==> config.mk <==
export PLATFORM = sky130hd
export DESIGN_NAME = alu_arbiter
export DESIGN_NICKNAME = d
export VERILOG_FILES = /design/src/rtl/alu_arbiter.sv
export SDC_FILE = /design/constraint.sdc
export NUM_CORES = 1
export LEC_CHECK = 0
export BUFFER_PORTS_ARGS = -buffer_cell sky130_fd_sc_hd__buf_4
export CAP_MARGIN = 20
export CELL_PAD_IN_SITES_DETAIL_PLACEMENT = 1
export CELL_PAD_IN_SITES_GLOBAL_PLACEMENT = 1
export CORE_ASPECT_RATIO = 1.5
export CORE_UTILIZATION = 31
export DETAILED_ROUTE_END_ITERATION = 12
export GPL_ROUTABILITY_DRIVEN = 0
export GPL_TIMING_DRIVEN = 1
export HOLD_SLACK_MARGIN = 0.03
export PLACE_DENSITY_LB_ADDON = 0.1
export RECOVER_POWER = 25
export SLEW_MARGIN = 40
export SYNTH_ARGS = -nofsm -noshare
export SYNTH_HDL_FRONTEND = slang
export SYNTH_SLANG_ARGS = --single-unit
==> constraint.sdc <==
create_clock -name clk -period 1.8 [get_ports clk]
set_input_delay 0.36 -clock clk [delete_from_list [all_inputs] [get_ports clk]]
set_output_delay 0.36 -clock clk [all_outputs]
set_load 0.005 [all_outputs]
==> src/rtl/alu_arbiter.sv <==
// alu_arbiter: two-requester round-robin front end for one shared ALU.
// Each request is latched into operand registers. The registers drive the ALU
// for one EXEC cycle, and the result is held in RESP until the consumer takes it.
// Optional feature macro ALU_ARB_LOCK_EN: a requester may keep the grant
// across several operations through req_lock_*.
module alu_arbiter (
  input  logic        clk,
  input  logic        reset_n,
  // requester 0
  input  logic        req_valid_0,
  output logic        req_ready_0,
  input  logic [4:0]  req_op_0,
  input  logic        req_size_0,
  input  logic [15:0] req_a_0,
  input  logic [15:0] req_b_0,
  input  logic        req_c_0,
  input  logic        req_lock_0,
  // requester 1
  input  logic        req_valid_1,
  output logic        req_ready_1,
  input  logic [4:0]  req_op_1,
  input  logic        req_size_1,
  input  logic [15:0] req_a_1,
  input  logic [15:0] req_b_1,
  input  logic        req_c_1,
  input  logic        req_lock_1,
  // response
  output logic        rsp_valid,
  input  logic        rsp_ready,
  output logic        rsp_id,
  output logic [15:0] rsp_r,
  output logic [3:0]  rsp_flags,
  // shared ALU
  output logic [4:0]  alu_op,
  output logic        alu_size,
  output logic [15:0] alu_a,
  output logic [15:0] alu_b,
  output logic        alu_c,
  input  logic [15:0] alu_r,
  input  logic [3:0]  alu_flags,
  output logic        busy
);

  typedef enum logic [1:0] {IDLE, EXEC, RESP} state_t;

  state_t      state_reg;
  logic        last_grant_reg;
  logic [4:0]  op_reg;
  logic        size_reg;
  logic [15:0] a_reg;
  logic [15:0] b_reg;
  logic        c_reg;
  logic        id_reg;
  logic        rsp_valid_reg;
  logic        rsp_id_reg;
  logic [15:0] rsp_r_reg;
  logic [3:0]  rsp_flags_reg;

  logic        grant_0;
  logic        grant_1;
  logic        accept;
  logic        sel_lock;

`ifdef ALU_ARB_LOCK_EN
  logic        lock_active_reg;
  logic        lock_owner_reg;
`else
  // The lock inputs exist for interface compatibility only.
  logic        unused_lock;
  assign unused_lock = req_lock_0 | req_lock_1;
`endif

  // Arbitration: the only valid requester wins; on contention, the requester not served last wins.
  always_comb begin
    grant_0 = 1'b0;
    grant_1 = 1'b0;
`ifdef ALU_ARB_LOCK_EN
    if (lock_active_reg) begin
      // While locked, only the owner may be granted, even if the owner is idle.
      grant_0 = req_valid_0 & ~lock_owner_reg;
      grant_1 = req_valid_1 &  lock_owner_reg;
    end else
`endif
    if (req_valid_0 && req_valid_1) begin
      grant_0 = last_grant_reg;
      grant_1 = ~last_grant_reg;
    end else begin
      grant_0 = req_valid_0;
      grant_1 = req_valid_1;
    end
  end

  // Ready is offered only in IDLE, so no request is accepted in the cycle that retires a result.
  assign req_ready_0 = (state_reg == IDLE) & grant_0;
  assign req_ready_1 = (state_reg == IDLE) & grant_1;
  assign accept      = req_ready_0 | req_ready_1;
  assign sel_lock    = grant_1 ? req_lock_1 : req_lock_0;

  // Control FSM, operand capture and result capture, all registered.
  always_ff @(posedge clk) begin
    if (!reset_n) begin
      state_reg      <= IDLE;
      last_grant_reg <= 1'b1;
      op_reg         <= '0;
      size_reg       <= 1'b0;
      a_reg          <= '0;
      b_reg          <= '0;
      c_reg          <= 1'b0;
      id_reg         <= 1'b0;
      rsp_valid_reg  <= 1'b0;
      rsp_id_reg     <= 1'b0;
      rsp_r_reg      <= '0;
      rsp_flags_reg  <= '0;
`ifdef ALU_ARB_LOCK_EN
      lock_active_reg <= 1'b0;
      lock_owner_reg  <= 1'b0;
`endif
    end else begin
      case (state_reg)
        IDLE: begin
          if (accept) begin
            op_reg         <= grant_1 ? req_op_1   : req_op_0;
            size_reg       <= grant_1 ? req_size_1 : req_size_0;
            a_reg          <= grant_1 ? req_a_1    : req_a_0;
            b_reg          <= grant_1 ? req_b_1    : req_b_0;
            c_reg          <= grant_1 ? req_c_1    : req_c_0;
            id_reg         <= grant_1;
            last_grant_reg <= grant_1;
`ifdef ALU_ARB_LOCK_EN
            // A locked request keeps ownership; the owner's unlocked request releases it.
            lock_active_reg <= sel_lock;
            lock_owner_reg  <= grant_1;
`endif
            state_reg      <= EXEC;
          end
        end
        EXEC: begin
          rsp_r_reg     <= alu_r;
          rsp_flags_reg <= alu_flags;
          rsp_id_reg    <= id_reg;
          rsp_valid_reg <= 1'b1;
          state_reg     <= RESP;
        end
        RESP: begin
          if (rsp_ready) begin
            rsp_valid_reg <= 1'b0;
            state_reg     <= IDLE;
          end
        end
        default: state_reg <= IDLE;
      endcase
    end
  end

`ifndef ALU_ARB_LOCK_EN
  // The selected lock bit only matters when locking is built in.
  logic unused_sel_lock;
  assign unused_sel_lock = sel_lock;
`endif

  assign alu_op    = op_reg;
  assign alu_size  = size_reg;
  assign alu_a     = a_reg;
  assign alu_b     = b_reg;
  assign alu_c     = c_reg;

  assign rsp_valid = rsp_valid_reg;
  assign rsp_id    = rsp_id_reg;
  assign rsp_r     = rsp_r_reg;
  assign rsp_flags = rsp_flags_reg;
  assign busy      = (state_reg != IDLE);

endmodule

==> results of run 1 <==
synth_stat cells:
master,instances
a311oi_2,10
buf_2,6
nand2_1,122
a311oi_1,29
buf_6,2
a21bo_2,1
a21boi_1,1
nand3b_1,1
and2_4,1
and3_1,1
inv_2,1
nor2_2,1
nor2_1,3
o21ai_0,1
a22oi_1,1
nor2b_1,1
or3b_2,2
inv_1,2
a21oi_1,62
dfxtp_1,65
or2_1,1
nand2b_1,1
o211ai_1,1
clkbuf_1,23
layout make-up:
cell class,instances,area (sq um)
Clock buffer,14,274
Clock inverter,2,35.0
Fill cell,1076,4030
Inverter,3,11.3
Multi-Input combinational cell,240,1310
Sequential cell,65,1300
Tap cell,107,134
Timing Repair Buffer,180,1370
final timing paths:
check        cells after the start  slack, ps           end
max reg2reg                      3        290      alu_b[0]
max                              3        100   req_ready_0
min                              3        290  rsp_flags[0]
min reg2reg                      2        450      rsp_r[2]
cell families (layout without fill, tap and decap cells):
| family | count (synthesis) | after routing | share of synthesized area [%] |
|---|---|---|---|
| compound gates | 106 | 106 | 27.5 |
| buf+inv | 34 | 199 | 5.48 |
| flops | 65 | 65 | 47.5 |
| simple gates | 134 | 134 | 19.5 |
metrics by stage:
step           hold slack [ps]  utilization (%)
2_1_floorplan              432                -
3_3_place_gp               442             48.9
3_5_place_dp               450             48.9
4_1_cts                    275             52.6
5_1_grt                    285             52.4
6_report                   288             52.4
routing by layer:
layer	vias up	track usage, %
met5	-	0
met4	0	7.78
met3	9	5.89
met2	103	38.0
met1	1425	21.6
li1	1503	-
worst max-delay path, delay by kind of cell (launching register included):
| family | cells | cell delay (ps) |
|---|---|---|
| simple gates | 1 | 400 |
| flops | 1 | 360 |
| compound gates | 1 | 130 |
| buf+inv | 1 | 130 |
where the power goes:
part	switching, mW	internal, mW	total, mW
clock	0.589	1.18	1.77
sequential	0.0837	1.59	1.68
combinational	0.447	0.505	0.953
total	1.12	3.28	4.40
==> impl_results.md, run 1 <==
- DRT Pass-1 Iters: 4
- Cells after DPL: 595
- WL met2: 4880 um
- Syn Nets: ~440
- HP Start: alu_flags[0]
- Initial DRC Count: 89
- CTS sink count: 65
- Post-CTS Setup Bufs: 0
- Vias in the first global route: approximately 3,000
- Cts bufs inserted: 9
- Post-Route WL: 9110 um
- Power, Total: ~4.4 mW
- Final Hold Violating Endpoints: 0
- Row count: 41
- Core area: around 0.0085 sq mm
- Critical path's largest stage delay: 400 ps
- Gr usage total: 20.4%
- Ports: between 150 and 200
- Final non-filler cell total: 611
- Worst-path clk slew: 50 ps
- Final Slew Violations: 0
- Number of diodes: 0
- Largest net degree at the start of global routing: 40
- Syn Std Cell Area: 0.00274 sq mm
- Reg-to-reg critical path startpoint: state_reg[0]
- Top-area cell type share of the netlist area: 47.5%
- CP cell instances: or3b_4 -> a21oi_1 -> buf_4
- Final ANT Viol Nets: 0
- Post-cts sizing count: 2
- Final instance area: 0.00443 sq mm
- Clk Latency, worst-skew pair: 330 ps
- Via/cell ratio: 4.98
- Worst endpoint required time: around 1400 ps
- Final setup TNS: 0 ps
- Synthesized flop and latch total: 65
- Max-cap check violation count: 0
- Final setup margin: 97.6 ps
- Initial antenna violation count: 0
- Worst Skew: 5.74 ps
- Horiz. Die Dim: 78.7 um
- Clock Path Buffers: 2
- Avg Synthesized Cell Area: just over 8 sq um
- Total gr overflow: 0
- Post-synth cell types: 24
- CP startpoint: state_reg[0]
- Seq/Total Area, Yosys: 47.5%
- Worst VDD drop: 553 uV
- Worst setup EP type: primary output
- Leak Pwr: 1.99 nW
- Most frequent cells in the layout: 146 x buf_4, 122 x nand2_1, 64 x dfxtp_1
- Area delta synth->final: 61.9%
- RSZ-0062 raised after global routing: false
- DR vias: 3,040
- Outcome: finished, final reports clean
- Fin crit period: 1700 ps
- Post-CTS Hold Fix Bufs: 0
- Largest area contributor in the netlist: dfxtp_1
- Met3 WL: 605 um
- Layout cells sized above 1: 41.1%
- Critical path class: reg2out
- CP Max Fanout: 6
- Relative slew margins: 65.2%
- Placed cell area: 0.00414 sq mm
- Hpwl dp: 6650 um
- Htree depth: 3
- Critical Path Start Type: register
- CP Data Arrival Time: 1340 ps
- Full die area: 0.00922 sq mm
- CTS root buf: clkbuf_16
- CTS tree: done
- Top sig layer: met4
- DRC: 0
- PortBufs: 166
- Worst Tran Pin Value: 522 ps
- Setup violators final: 0
- Syn Inst Count: 339
- Metal1 wirelength: about 3500 um
- Post-DR wirelength/cell: 14.9 um
- Initial core utilization: 32.3%
- Ys Warns: 0
- Pwr Density: 993 mW/mm^2
- Dpl ws: 220 ps
- Final nets: 604
- Commonest non-fill, non-tap cell in the layout: buf_4
- Worst Hold Class: in2reg
- Period utilisation layout: 94.6%
- First-pass GRT wire length: 14,500 um
- Slowest CP cell: or3b_4
- Die Ht: 117 um
- FMAX: slightly below 600 MHz
- Area contributors post-synth: dfxtp_1 48%, nand2_1 17%, a21oi_1 11%
(Power assumes the default switching activity.)
==> run 2: changes to the inputs <==
CAP_MARGIN = unset   (was 20)
SETUP_SLACK_MARGIN = 0.2   (was unset)
==> run 2 against run 1 <==
Net effect:
- die area did not move
- wire length rose by 2.3%
- combinational power rose by 3.1%
- fmax rose by 1.3%
- worst setup slack improved by 22 ps
- clock skew rose by 1.5 ps
- register-to-register slack improved by 90 ps
- utilization rose by 0.61 points
- global-route usage barely moved
- critical path depth did not move
- critical endpoint unchanged
- largest cell class unchanged
- largest power group unchanged
==> impl_results.md, run 2 (synthesis results as in run 1) <==
- Outcome: finished, final reports clean (unchanged)
- FMAX: 595 MHz (was 587 MHz)
- CP Max Fanout: 4 (was 6)
- Worst VDD drop: 545 uV (was 553 uV)
- CTS tree: done (unchanged)
- Die Ht: 117 um (unchanged)
- Final instance area: 0.00448 sq mm (was 0.00443 sq mm)
- Final nets: 609 (was 604)
- Area delta synth->final: 63.8% (was 61.9%)
- Final setup TNS: 0 ps (unchanged)
- Most frequent cells in the layout: 157 x buf_4, 122 x nand2_1, 64 x dfxtp_1 (was 146 x buf_4, 122 x nand2_1, 64 x dfxtp_1)
- Vias in the first global route: 3,011 (was 3,008)
- Worst Tran Pin Value: 532 ps (was 522 ps)
- Initial antenna violation count: 0 (unchanged)
- Relative slew margins: 64.5% (was 65.2%)
- Row count: 41 (unchanged)
- CTS sink count: 65 (unchanged)
- First-pass GRT wire length: 14,500 um (about the same)
- Gr usage total: 20.5% (was 20.4%)
- Hold path endpoint: rsp_flags[0] (unchanged)
- Layout cells sized above 1: 42.0% (was 41.1%)
- Worst hold path depth: 3 (unchanged)
- PortBufs: 166 (unchanged)
- CP Data Arrival Time: 1320 ps (was 1340 ps)
- Post-DR wirelength/cell: 15.1 um (was 14.9 um)
- DRC: 0 (unchanged)
- CTS root buf: clkbuf_16 (unchanged)
- HP Start: alu_flags[0] (unchanged)
- Final ANT Viol Nets: 0 (unchanged)
- Horiz. Die Dim: 78.7 um (unchanged)
- Ports: 169 (unchanged)
- Cts bufs inserted: 9 (unchanged)
- Post-CTS Hold Fix Bufs: 0 (unchanged)
- Worst-path clk slew: 50 ps (about the same)
- DRT Pass-1 Iters: 4 (unchanged)
- Critical path's largest stage delay: 420 ps (was 400 ps)
- Initial core utilization: 32.3% (unchanged)
- Final Slew Violations: 0 (unchanged)
- Max-cap check violation count: 0 (unchanged)
- Worst setup EP type: primary output (unchanged)
- Worst endpoint required time: 1440 ps (about the same)
- Period utilisation layout: 93.3% (was 94.6%)
- Reg-to-reg critical path startpoint: state_reg[0] (unchanged)
- DR vias: 3,046 (was 3,040)
- Critical Path Start Type: register (unchanged)
- Full die area: 0.00922 sq mm (unchanged)
- Worst Hold Class: in2reg (unchanged)
- Initial DRC Count: 123 (was 89)
- Leak Pwr: 2.02 nW (was 1.99 nW)
- Number of diodes: 0 (unchanged)
- Fin crit period: 1680 ps (was 1700 ps)
- Pwr Density: 988 mW/mm^2 (was 993 mW/mm^2)
- Post-Route WL: 9320 um (was 9110 um)
- Largest net degree at the start of global routing: 40 (unchanged)
- Number of cells on the worst reg-to-reg path: 3 (unchanged)
- Commonest non-fill, non-tap cell in the layout: buf_4 (unchanged)
- Worst Skew: 7.22 ps (was 5.74 ps)
- Slowest CP cell: or3b_4 (unchanged)
- Worst R2R End: alu_b[3] (was alu_b[0])
- Critical path class: reg2out (unchanged)
- Clock Path Buffers: 2 (unchanged)
- CP cell instances: or3b_4 -> a21oi_2 -> buf_4 (was or3b_4 -> a21oi_1 -> buf_4)
- Placed cell area: 0.00414 sq mm (unchanged)
- RSZ-0062 raised after global routing: true (was false)
- Hpwl dp: 6650 um (unchanged)
- Via/cell ratio: 4.94 (was 4.98)
- Core area: 0.00846 sq mm (unchanged)
- Total gr overflow: 0 (unchanged)
- Htree depth: 3 (unchanged)
- Final Hold Violating Endpoints: 0 (unchanged)
- Setup violators final: 0 (unchanged)
- R2R Setup Slk: 380 ps (was 290 ps)
- Clk Latency, worst-skew pair: 330 ps (about the same)
run 2: metrics by stage:
stage	total power [mW]	std cells	utilization [%]	worst slack, ps	hold slack (ps)
floorplan	2.15	339	-	380	432
global placement	2.67	595	48.9	214	442
detailed placement	2.70	595	48.9	220	450
CTS	4.50	613	52.9	126	275
global route	4.68	616	53.0	86.8	285
finish	4.43	616	53.0	120	286
run 2: worst max-delay path, delay by kind of cell (launching register included):
kind,cells,cell delay (ps)
simple gates,1,420
compound gates,1,100
flops,1,350
buf+inv,1,120
run 2: final cells by class:
class                           count  area, sq um
Clock buffer                       14          274
Clock inverter                      2         35.0
Fill cell                        1068         3980
Inverter                            3         11.3
Multi-Input combinational cell    240         1320
Sequential cell                    65         1310
Tap cell                          107          134
Timing Repair Buffer              185         1410
run 2: metal layers:
metal / global-route usage (%) / vias to the layer above / wire [um]
met5: 0 / - / 0
met4: 7.78 / 0 / 112
met2: 38.0 / 104 / 4920
li1: - / 1514 / -
met3: 5.89 / 7 / 611
met1: 21.7 / 1421 / 3670
run 2: what timing repair did:
item,4_1_cts,5_1_grt
setup endpoints to repair,3,42
buffers inserted,2,3
gates resized for setup,6,1
pin swaps,1,1
run 2: power by group:
part,internal (mW),switching [mW]
Clock,1.18,0.586
Combinational,0.525,0.458
Sequential,1.59,0.0846
run 2: worst max-delay path by stage:
stage,slack [ps],to,start
2_1_floorplan,380,req_ready_1,state_reg[1]
3_3_place_gp,210,req_ready_0,req_valid_0
5_1_grt,90,req_ready_0,state_reg[0]
4_1_cts,130,req_ready_0,state_reg[0]
6_report,120,req_ready_0,state_reg[0]
3_5_place_dp,220,req_ready_0,req_valid_0
==> run 3: changes to the inputs <==
CORE_UTILIZATION = 32   (was 31)
CTS_BUF_LIST = sky130_fd_sc_hd__clkbuf_8   (was unset)
==> run 3 against run 2 <==
Net effect:
- clock skew down 1.2 ps
- fmax up 1.0%
- flip-flop and latch count unchanged
- critical path depth up 3
- worst hold slack worse by 26 ps
- sequential power about the same
- critical path type is now reg2reg
- largest cell class unchanged
==> impl_results.md, run 3 (synthesis results as in run 1) <==
- Post-DR wirelength/cell: 15.4 um (was 15.1 um)
- Placed cell area: 0.00409 sq mm (was 0.00414 sq mm)
- CP Data Arrival Time: 1910 ps (was 1320 ps)
- DRT Pass-1 Iters: 4 (unchanged)
- Htree depth: 3 (unchanged)
- Worst Skew: 6.00 ps (was 7.22 ps)
- Layout cells sized above 1: 43.1% (was 42.0%)
- Top Usage Layer GRT: met2 (unchanged)
- Final nets: 612 (was 609)
- Initial antenna violation count: 0 (unchanged)
- CP Max Fanout: 25 (was 4)
- Hold path endpoint: last_grant_reg (was rsp_flags[0])
- Worst setup EP type: register (was primary output)
- Full die area: 0.00894 sq mm (was 0.00922 sq mm)
- Initial core utilization: 32.7% (was 32.3%)
- Worst Tran Pin Value: 458 ps (was 532 ps)
- Worst hold path depth: 2 (was 3)
- PortBufs: 166 (unchanged)
- Critical path class: reg2reg (was reg2out)
- Horiz. Die Dim: 77.5 um (was 78.7 um)
- Met3 track demand over resource: 5.95% (was 5.89%)
- Commonest non-fill, non-tap cell in the layout: buf_4 (unchanged)
- CP startpoint: state_reg[0] (unchanged)
- Final instance area: 0.00436 sq mm (was 0.00448 sq mm)
- Post-Route WL: 9520 um (was 9320 um)
- Worst VDD drop: 387 uV (was 545 uV)
- Hpwl dp: 6650 um (about the same)
- CTS sink count: 65 (unchanged)
- Relative slew margins: 69.5% (was 64.5%)
- FMAX: 601 MHz (was 595 MHz)
- CTS tree: done (unchanged)
- Row count: 41 (unchanged)
- Final Slew Violations: 0 (unchanged)
- Most frequent cells in the layout: 155 x buf_4, 122 x nand2_1, 62 x dfxtp_1 (was 157 x buf_4, 122 x nand2_1, 64 x dfxtp_1)
- DR vias: 3,076 (was 3,046)
- Final setup margin: 137 ps (was 120 ps)
- Largest net degree at the start of global routing: 40 (unchanged)
- Number of cells on the worst reg-to-reg path: 6 (was 3)
- RSZ-0062 raised after global routing: true (unchanged)
- Gr usage total: 20.8% (was 20.5%)
- First-pass GRT wire length: 14,400 um (was 14,500 um)
- Worst endpoint required time: 2050 ps (was 1440 ps)
- Total gr overflow: 0 (unchanged)
- Via/cell ratio: 4.98 (was 4.94)
- Clk Latency, worst-skew pair: 340 ps (was 330 ps)
- Reg-to-reg critical path startpoint: state_reg[0] (unchanged)
- Post-CTS Hold Fix Bufs: 0 (unchanged)
- Fin crit period: 1660 ps (was 1680 ps)
- Worst-path clk slew: 70 ps (was 50 ps)
- Vias in the first global route: 2,963 (was 3,011)
- Setup violators final: 0 (unchanged)
- Max-cap check violation count: 0 (unchanged)
- Die Ht: 115 um (was 117 um)
- Met1 usage: 23.8% (was 21.7%)
- Final ANT Viol Nets: 0 (unchanged)
- Ports: 169 (unchanged)
- Core area: 0.00836 sq mm (was 0.00846 sq mm)
- Number of diodes: 0 (unchanged)
- Area delta synth->final: 59.3% (was 63.8%)
- Clock Path Buffers: 2 (unchanged)
- DRC: 0 (unchanged)
- Outcome: finished, final reports clean (unchanged)
- Met2 Use GR: 36.5% (was 38.0%)
- Dpl ws: 220 ps (about the same)
- Worst R2R End: alu_a[8] (was alu_b[3])
- Final Hold Violating Endpoints: 0 (unchanged)
- CTS root buf: clkbuf_8 (was clkbuf_16)
- Critical Path Start Type: register (unchanged)
- Final setup TNS: 0 ps (unchanged)
- R2R Setup Slk: 140 ps (was 380 ps)
- Pwr Density: 893 mW/mm^2 (was 988 mW/mm^2)
- Final core occ: 52.1% (was 53.0%)
- Cts bufs inserted: 9 (unchanged)
- Period utilisation layout: 92.4% (was 93.3%)
- Initial DRC Count: 84 (was 123)
- HP Start: reset_n (was alu_flags[0])
- Worst Hold Class: in2reg (unchanged)
- Leak Pwr: 1.97 nW (was 2.02 nW)
run 3: critical path, cell delays in order, from the launching register on:
cell and delay, ps:
dfxtp_4 340, buf_4 150, nor2_4 110, clkbuf_1 230, buf_4 350, a21oi_1 110, a311oi_1 280
run 3: per-layer routing:
layer / routed length [um] / part of all wire (%)
met5: 0 / 0
met4: 148 / 1.6
met3: 562 / 5.9
met2: 4950 / 52
met1: 3870 / 41
run 3: report_power, final:
group,internal (mW),switching [mW]
clock network,0.698,0.535
logic,0.517,0.472
registers,1.59,0.0808
total,2.81,1.09
run 3: layout make-up:
cell class	count	area (sq um)
fill	1012	4000
timing repair buffer	187	1390
multi-input combinational	241	1330
sequential	65	1310
clock buffer	11	151
tap	107	134
clock inverter	4	43.8
inverter	3	11.3
run 3: worst max-delay path by stage:
| stage | end | depth (start not counted) |
|---|---|---|
| after floorplan | req_ready_1 | 4 |
| after global placement | req_ready_0 | 4 |
| after detailed placement | req_ready_0 | 4 |
| after CTS | req_ready_0 | 3 |
| after global routing | alu_a[2] | 6 |
| final | alu_a[8] | 6 |
run 3: repair_timing:
action	CTS	global route
buffers inserted	5	3
pin swaps	2	2
gates resized for setup	8	2
setup endpoints to repair	2	22
gates cloned	0	1
run 3: stage by stage:
stage	hold WS, ps	power, mW	instances
2_1_floorplan	432	2.15	339
3_3_place_gp	442	2.65	594
3_5_place_dp	449	2.68	594
4_1_cts	227	3.94	614
5_1_grt	242	4.11	618
6_report	260	3.89	618
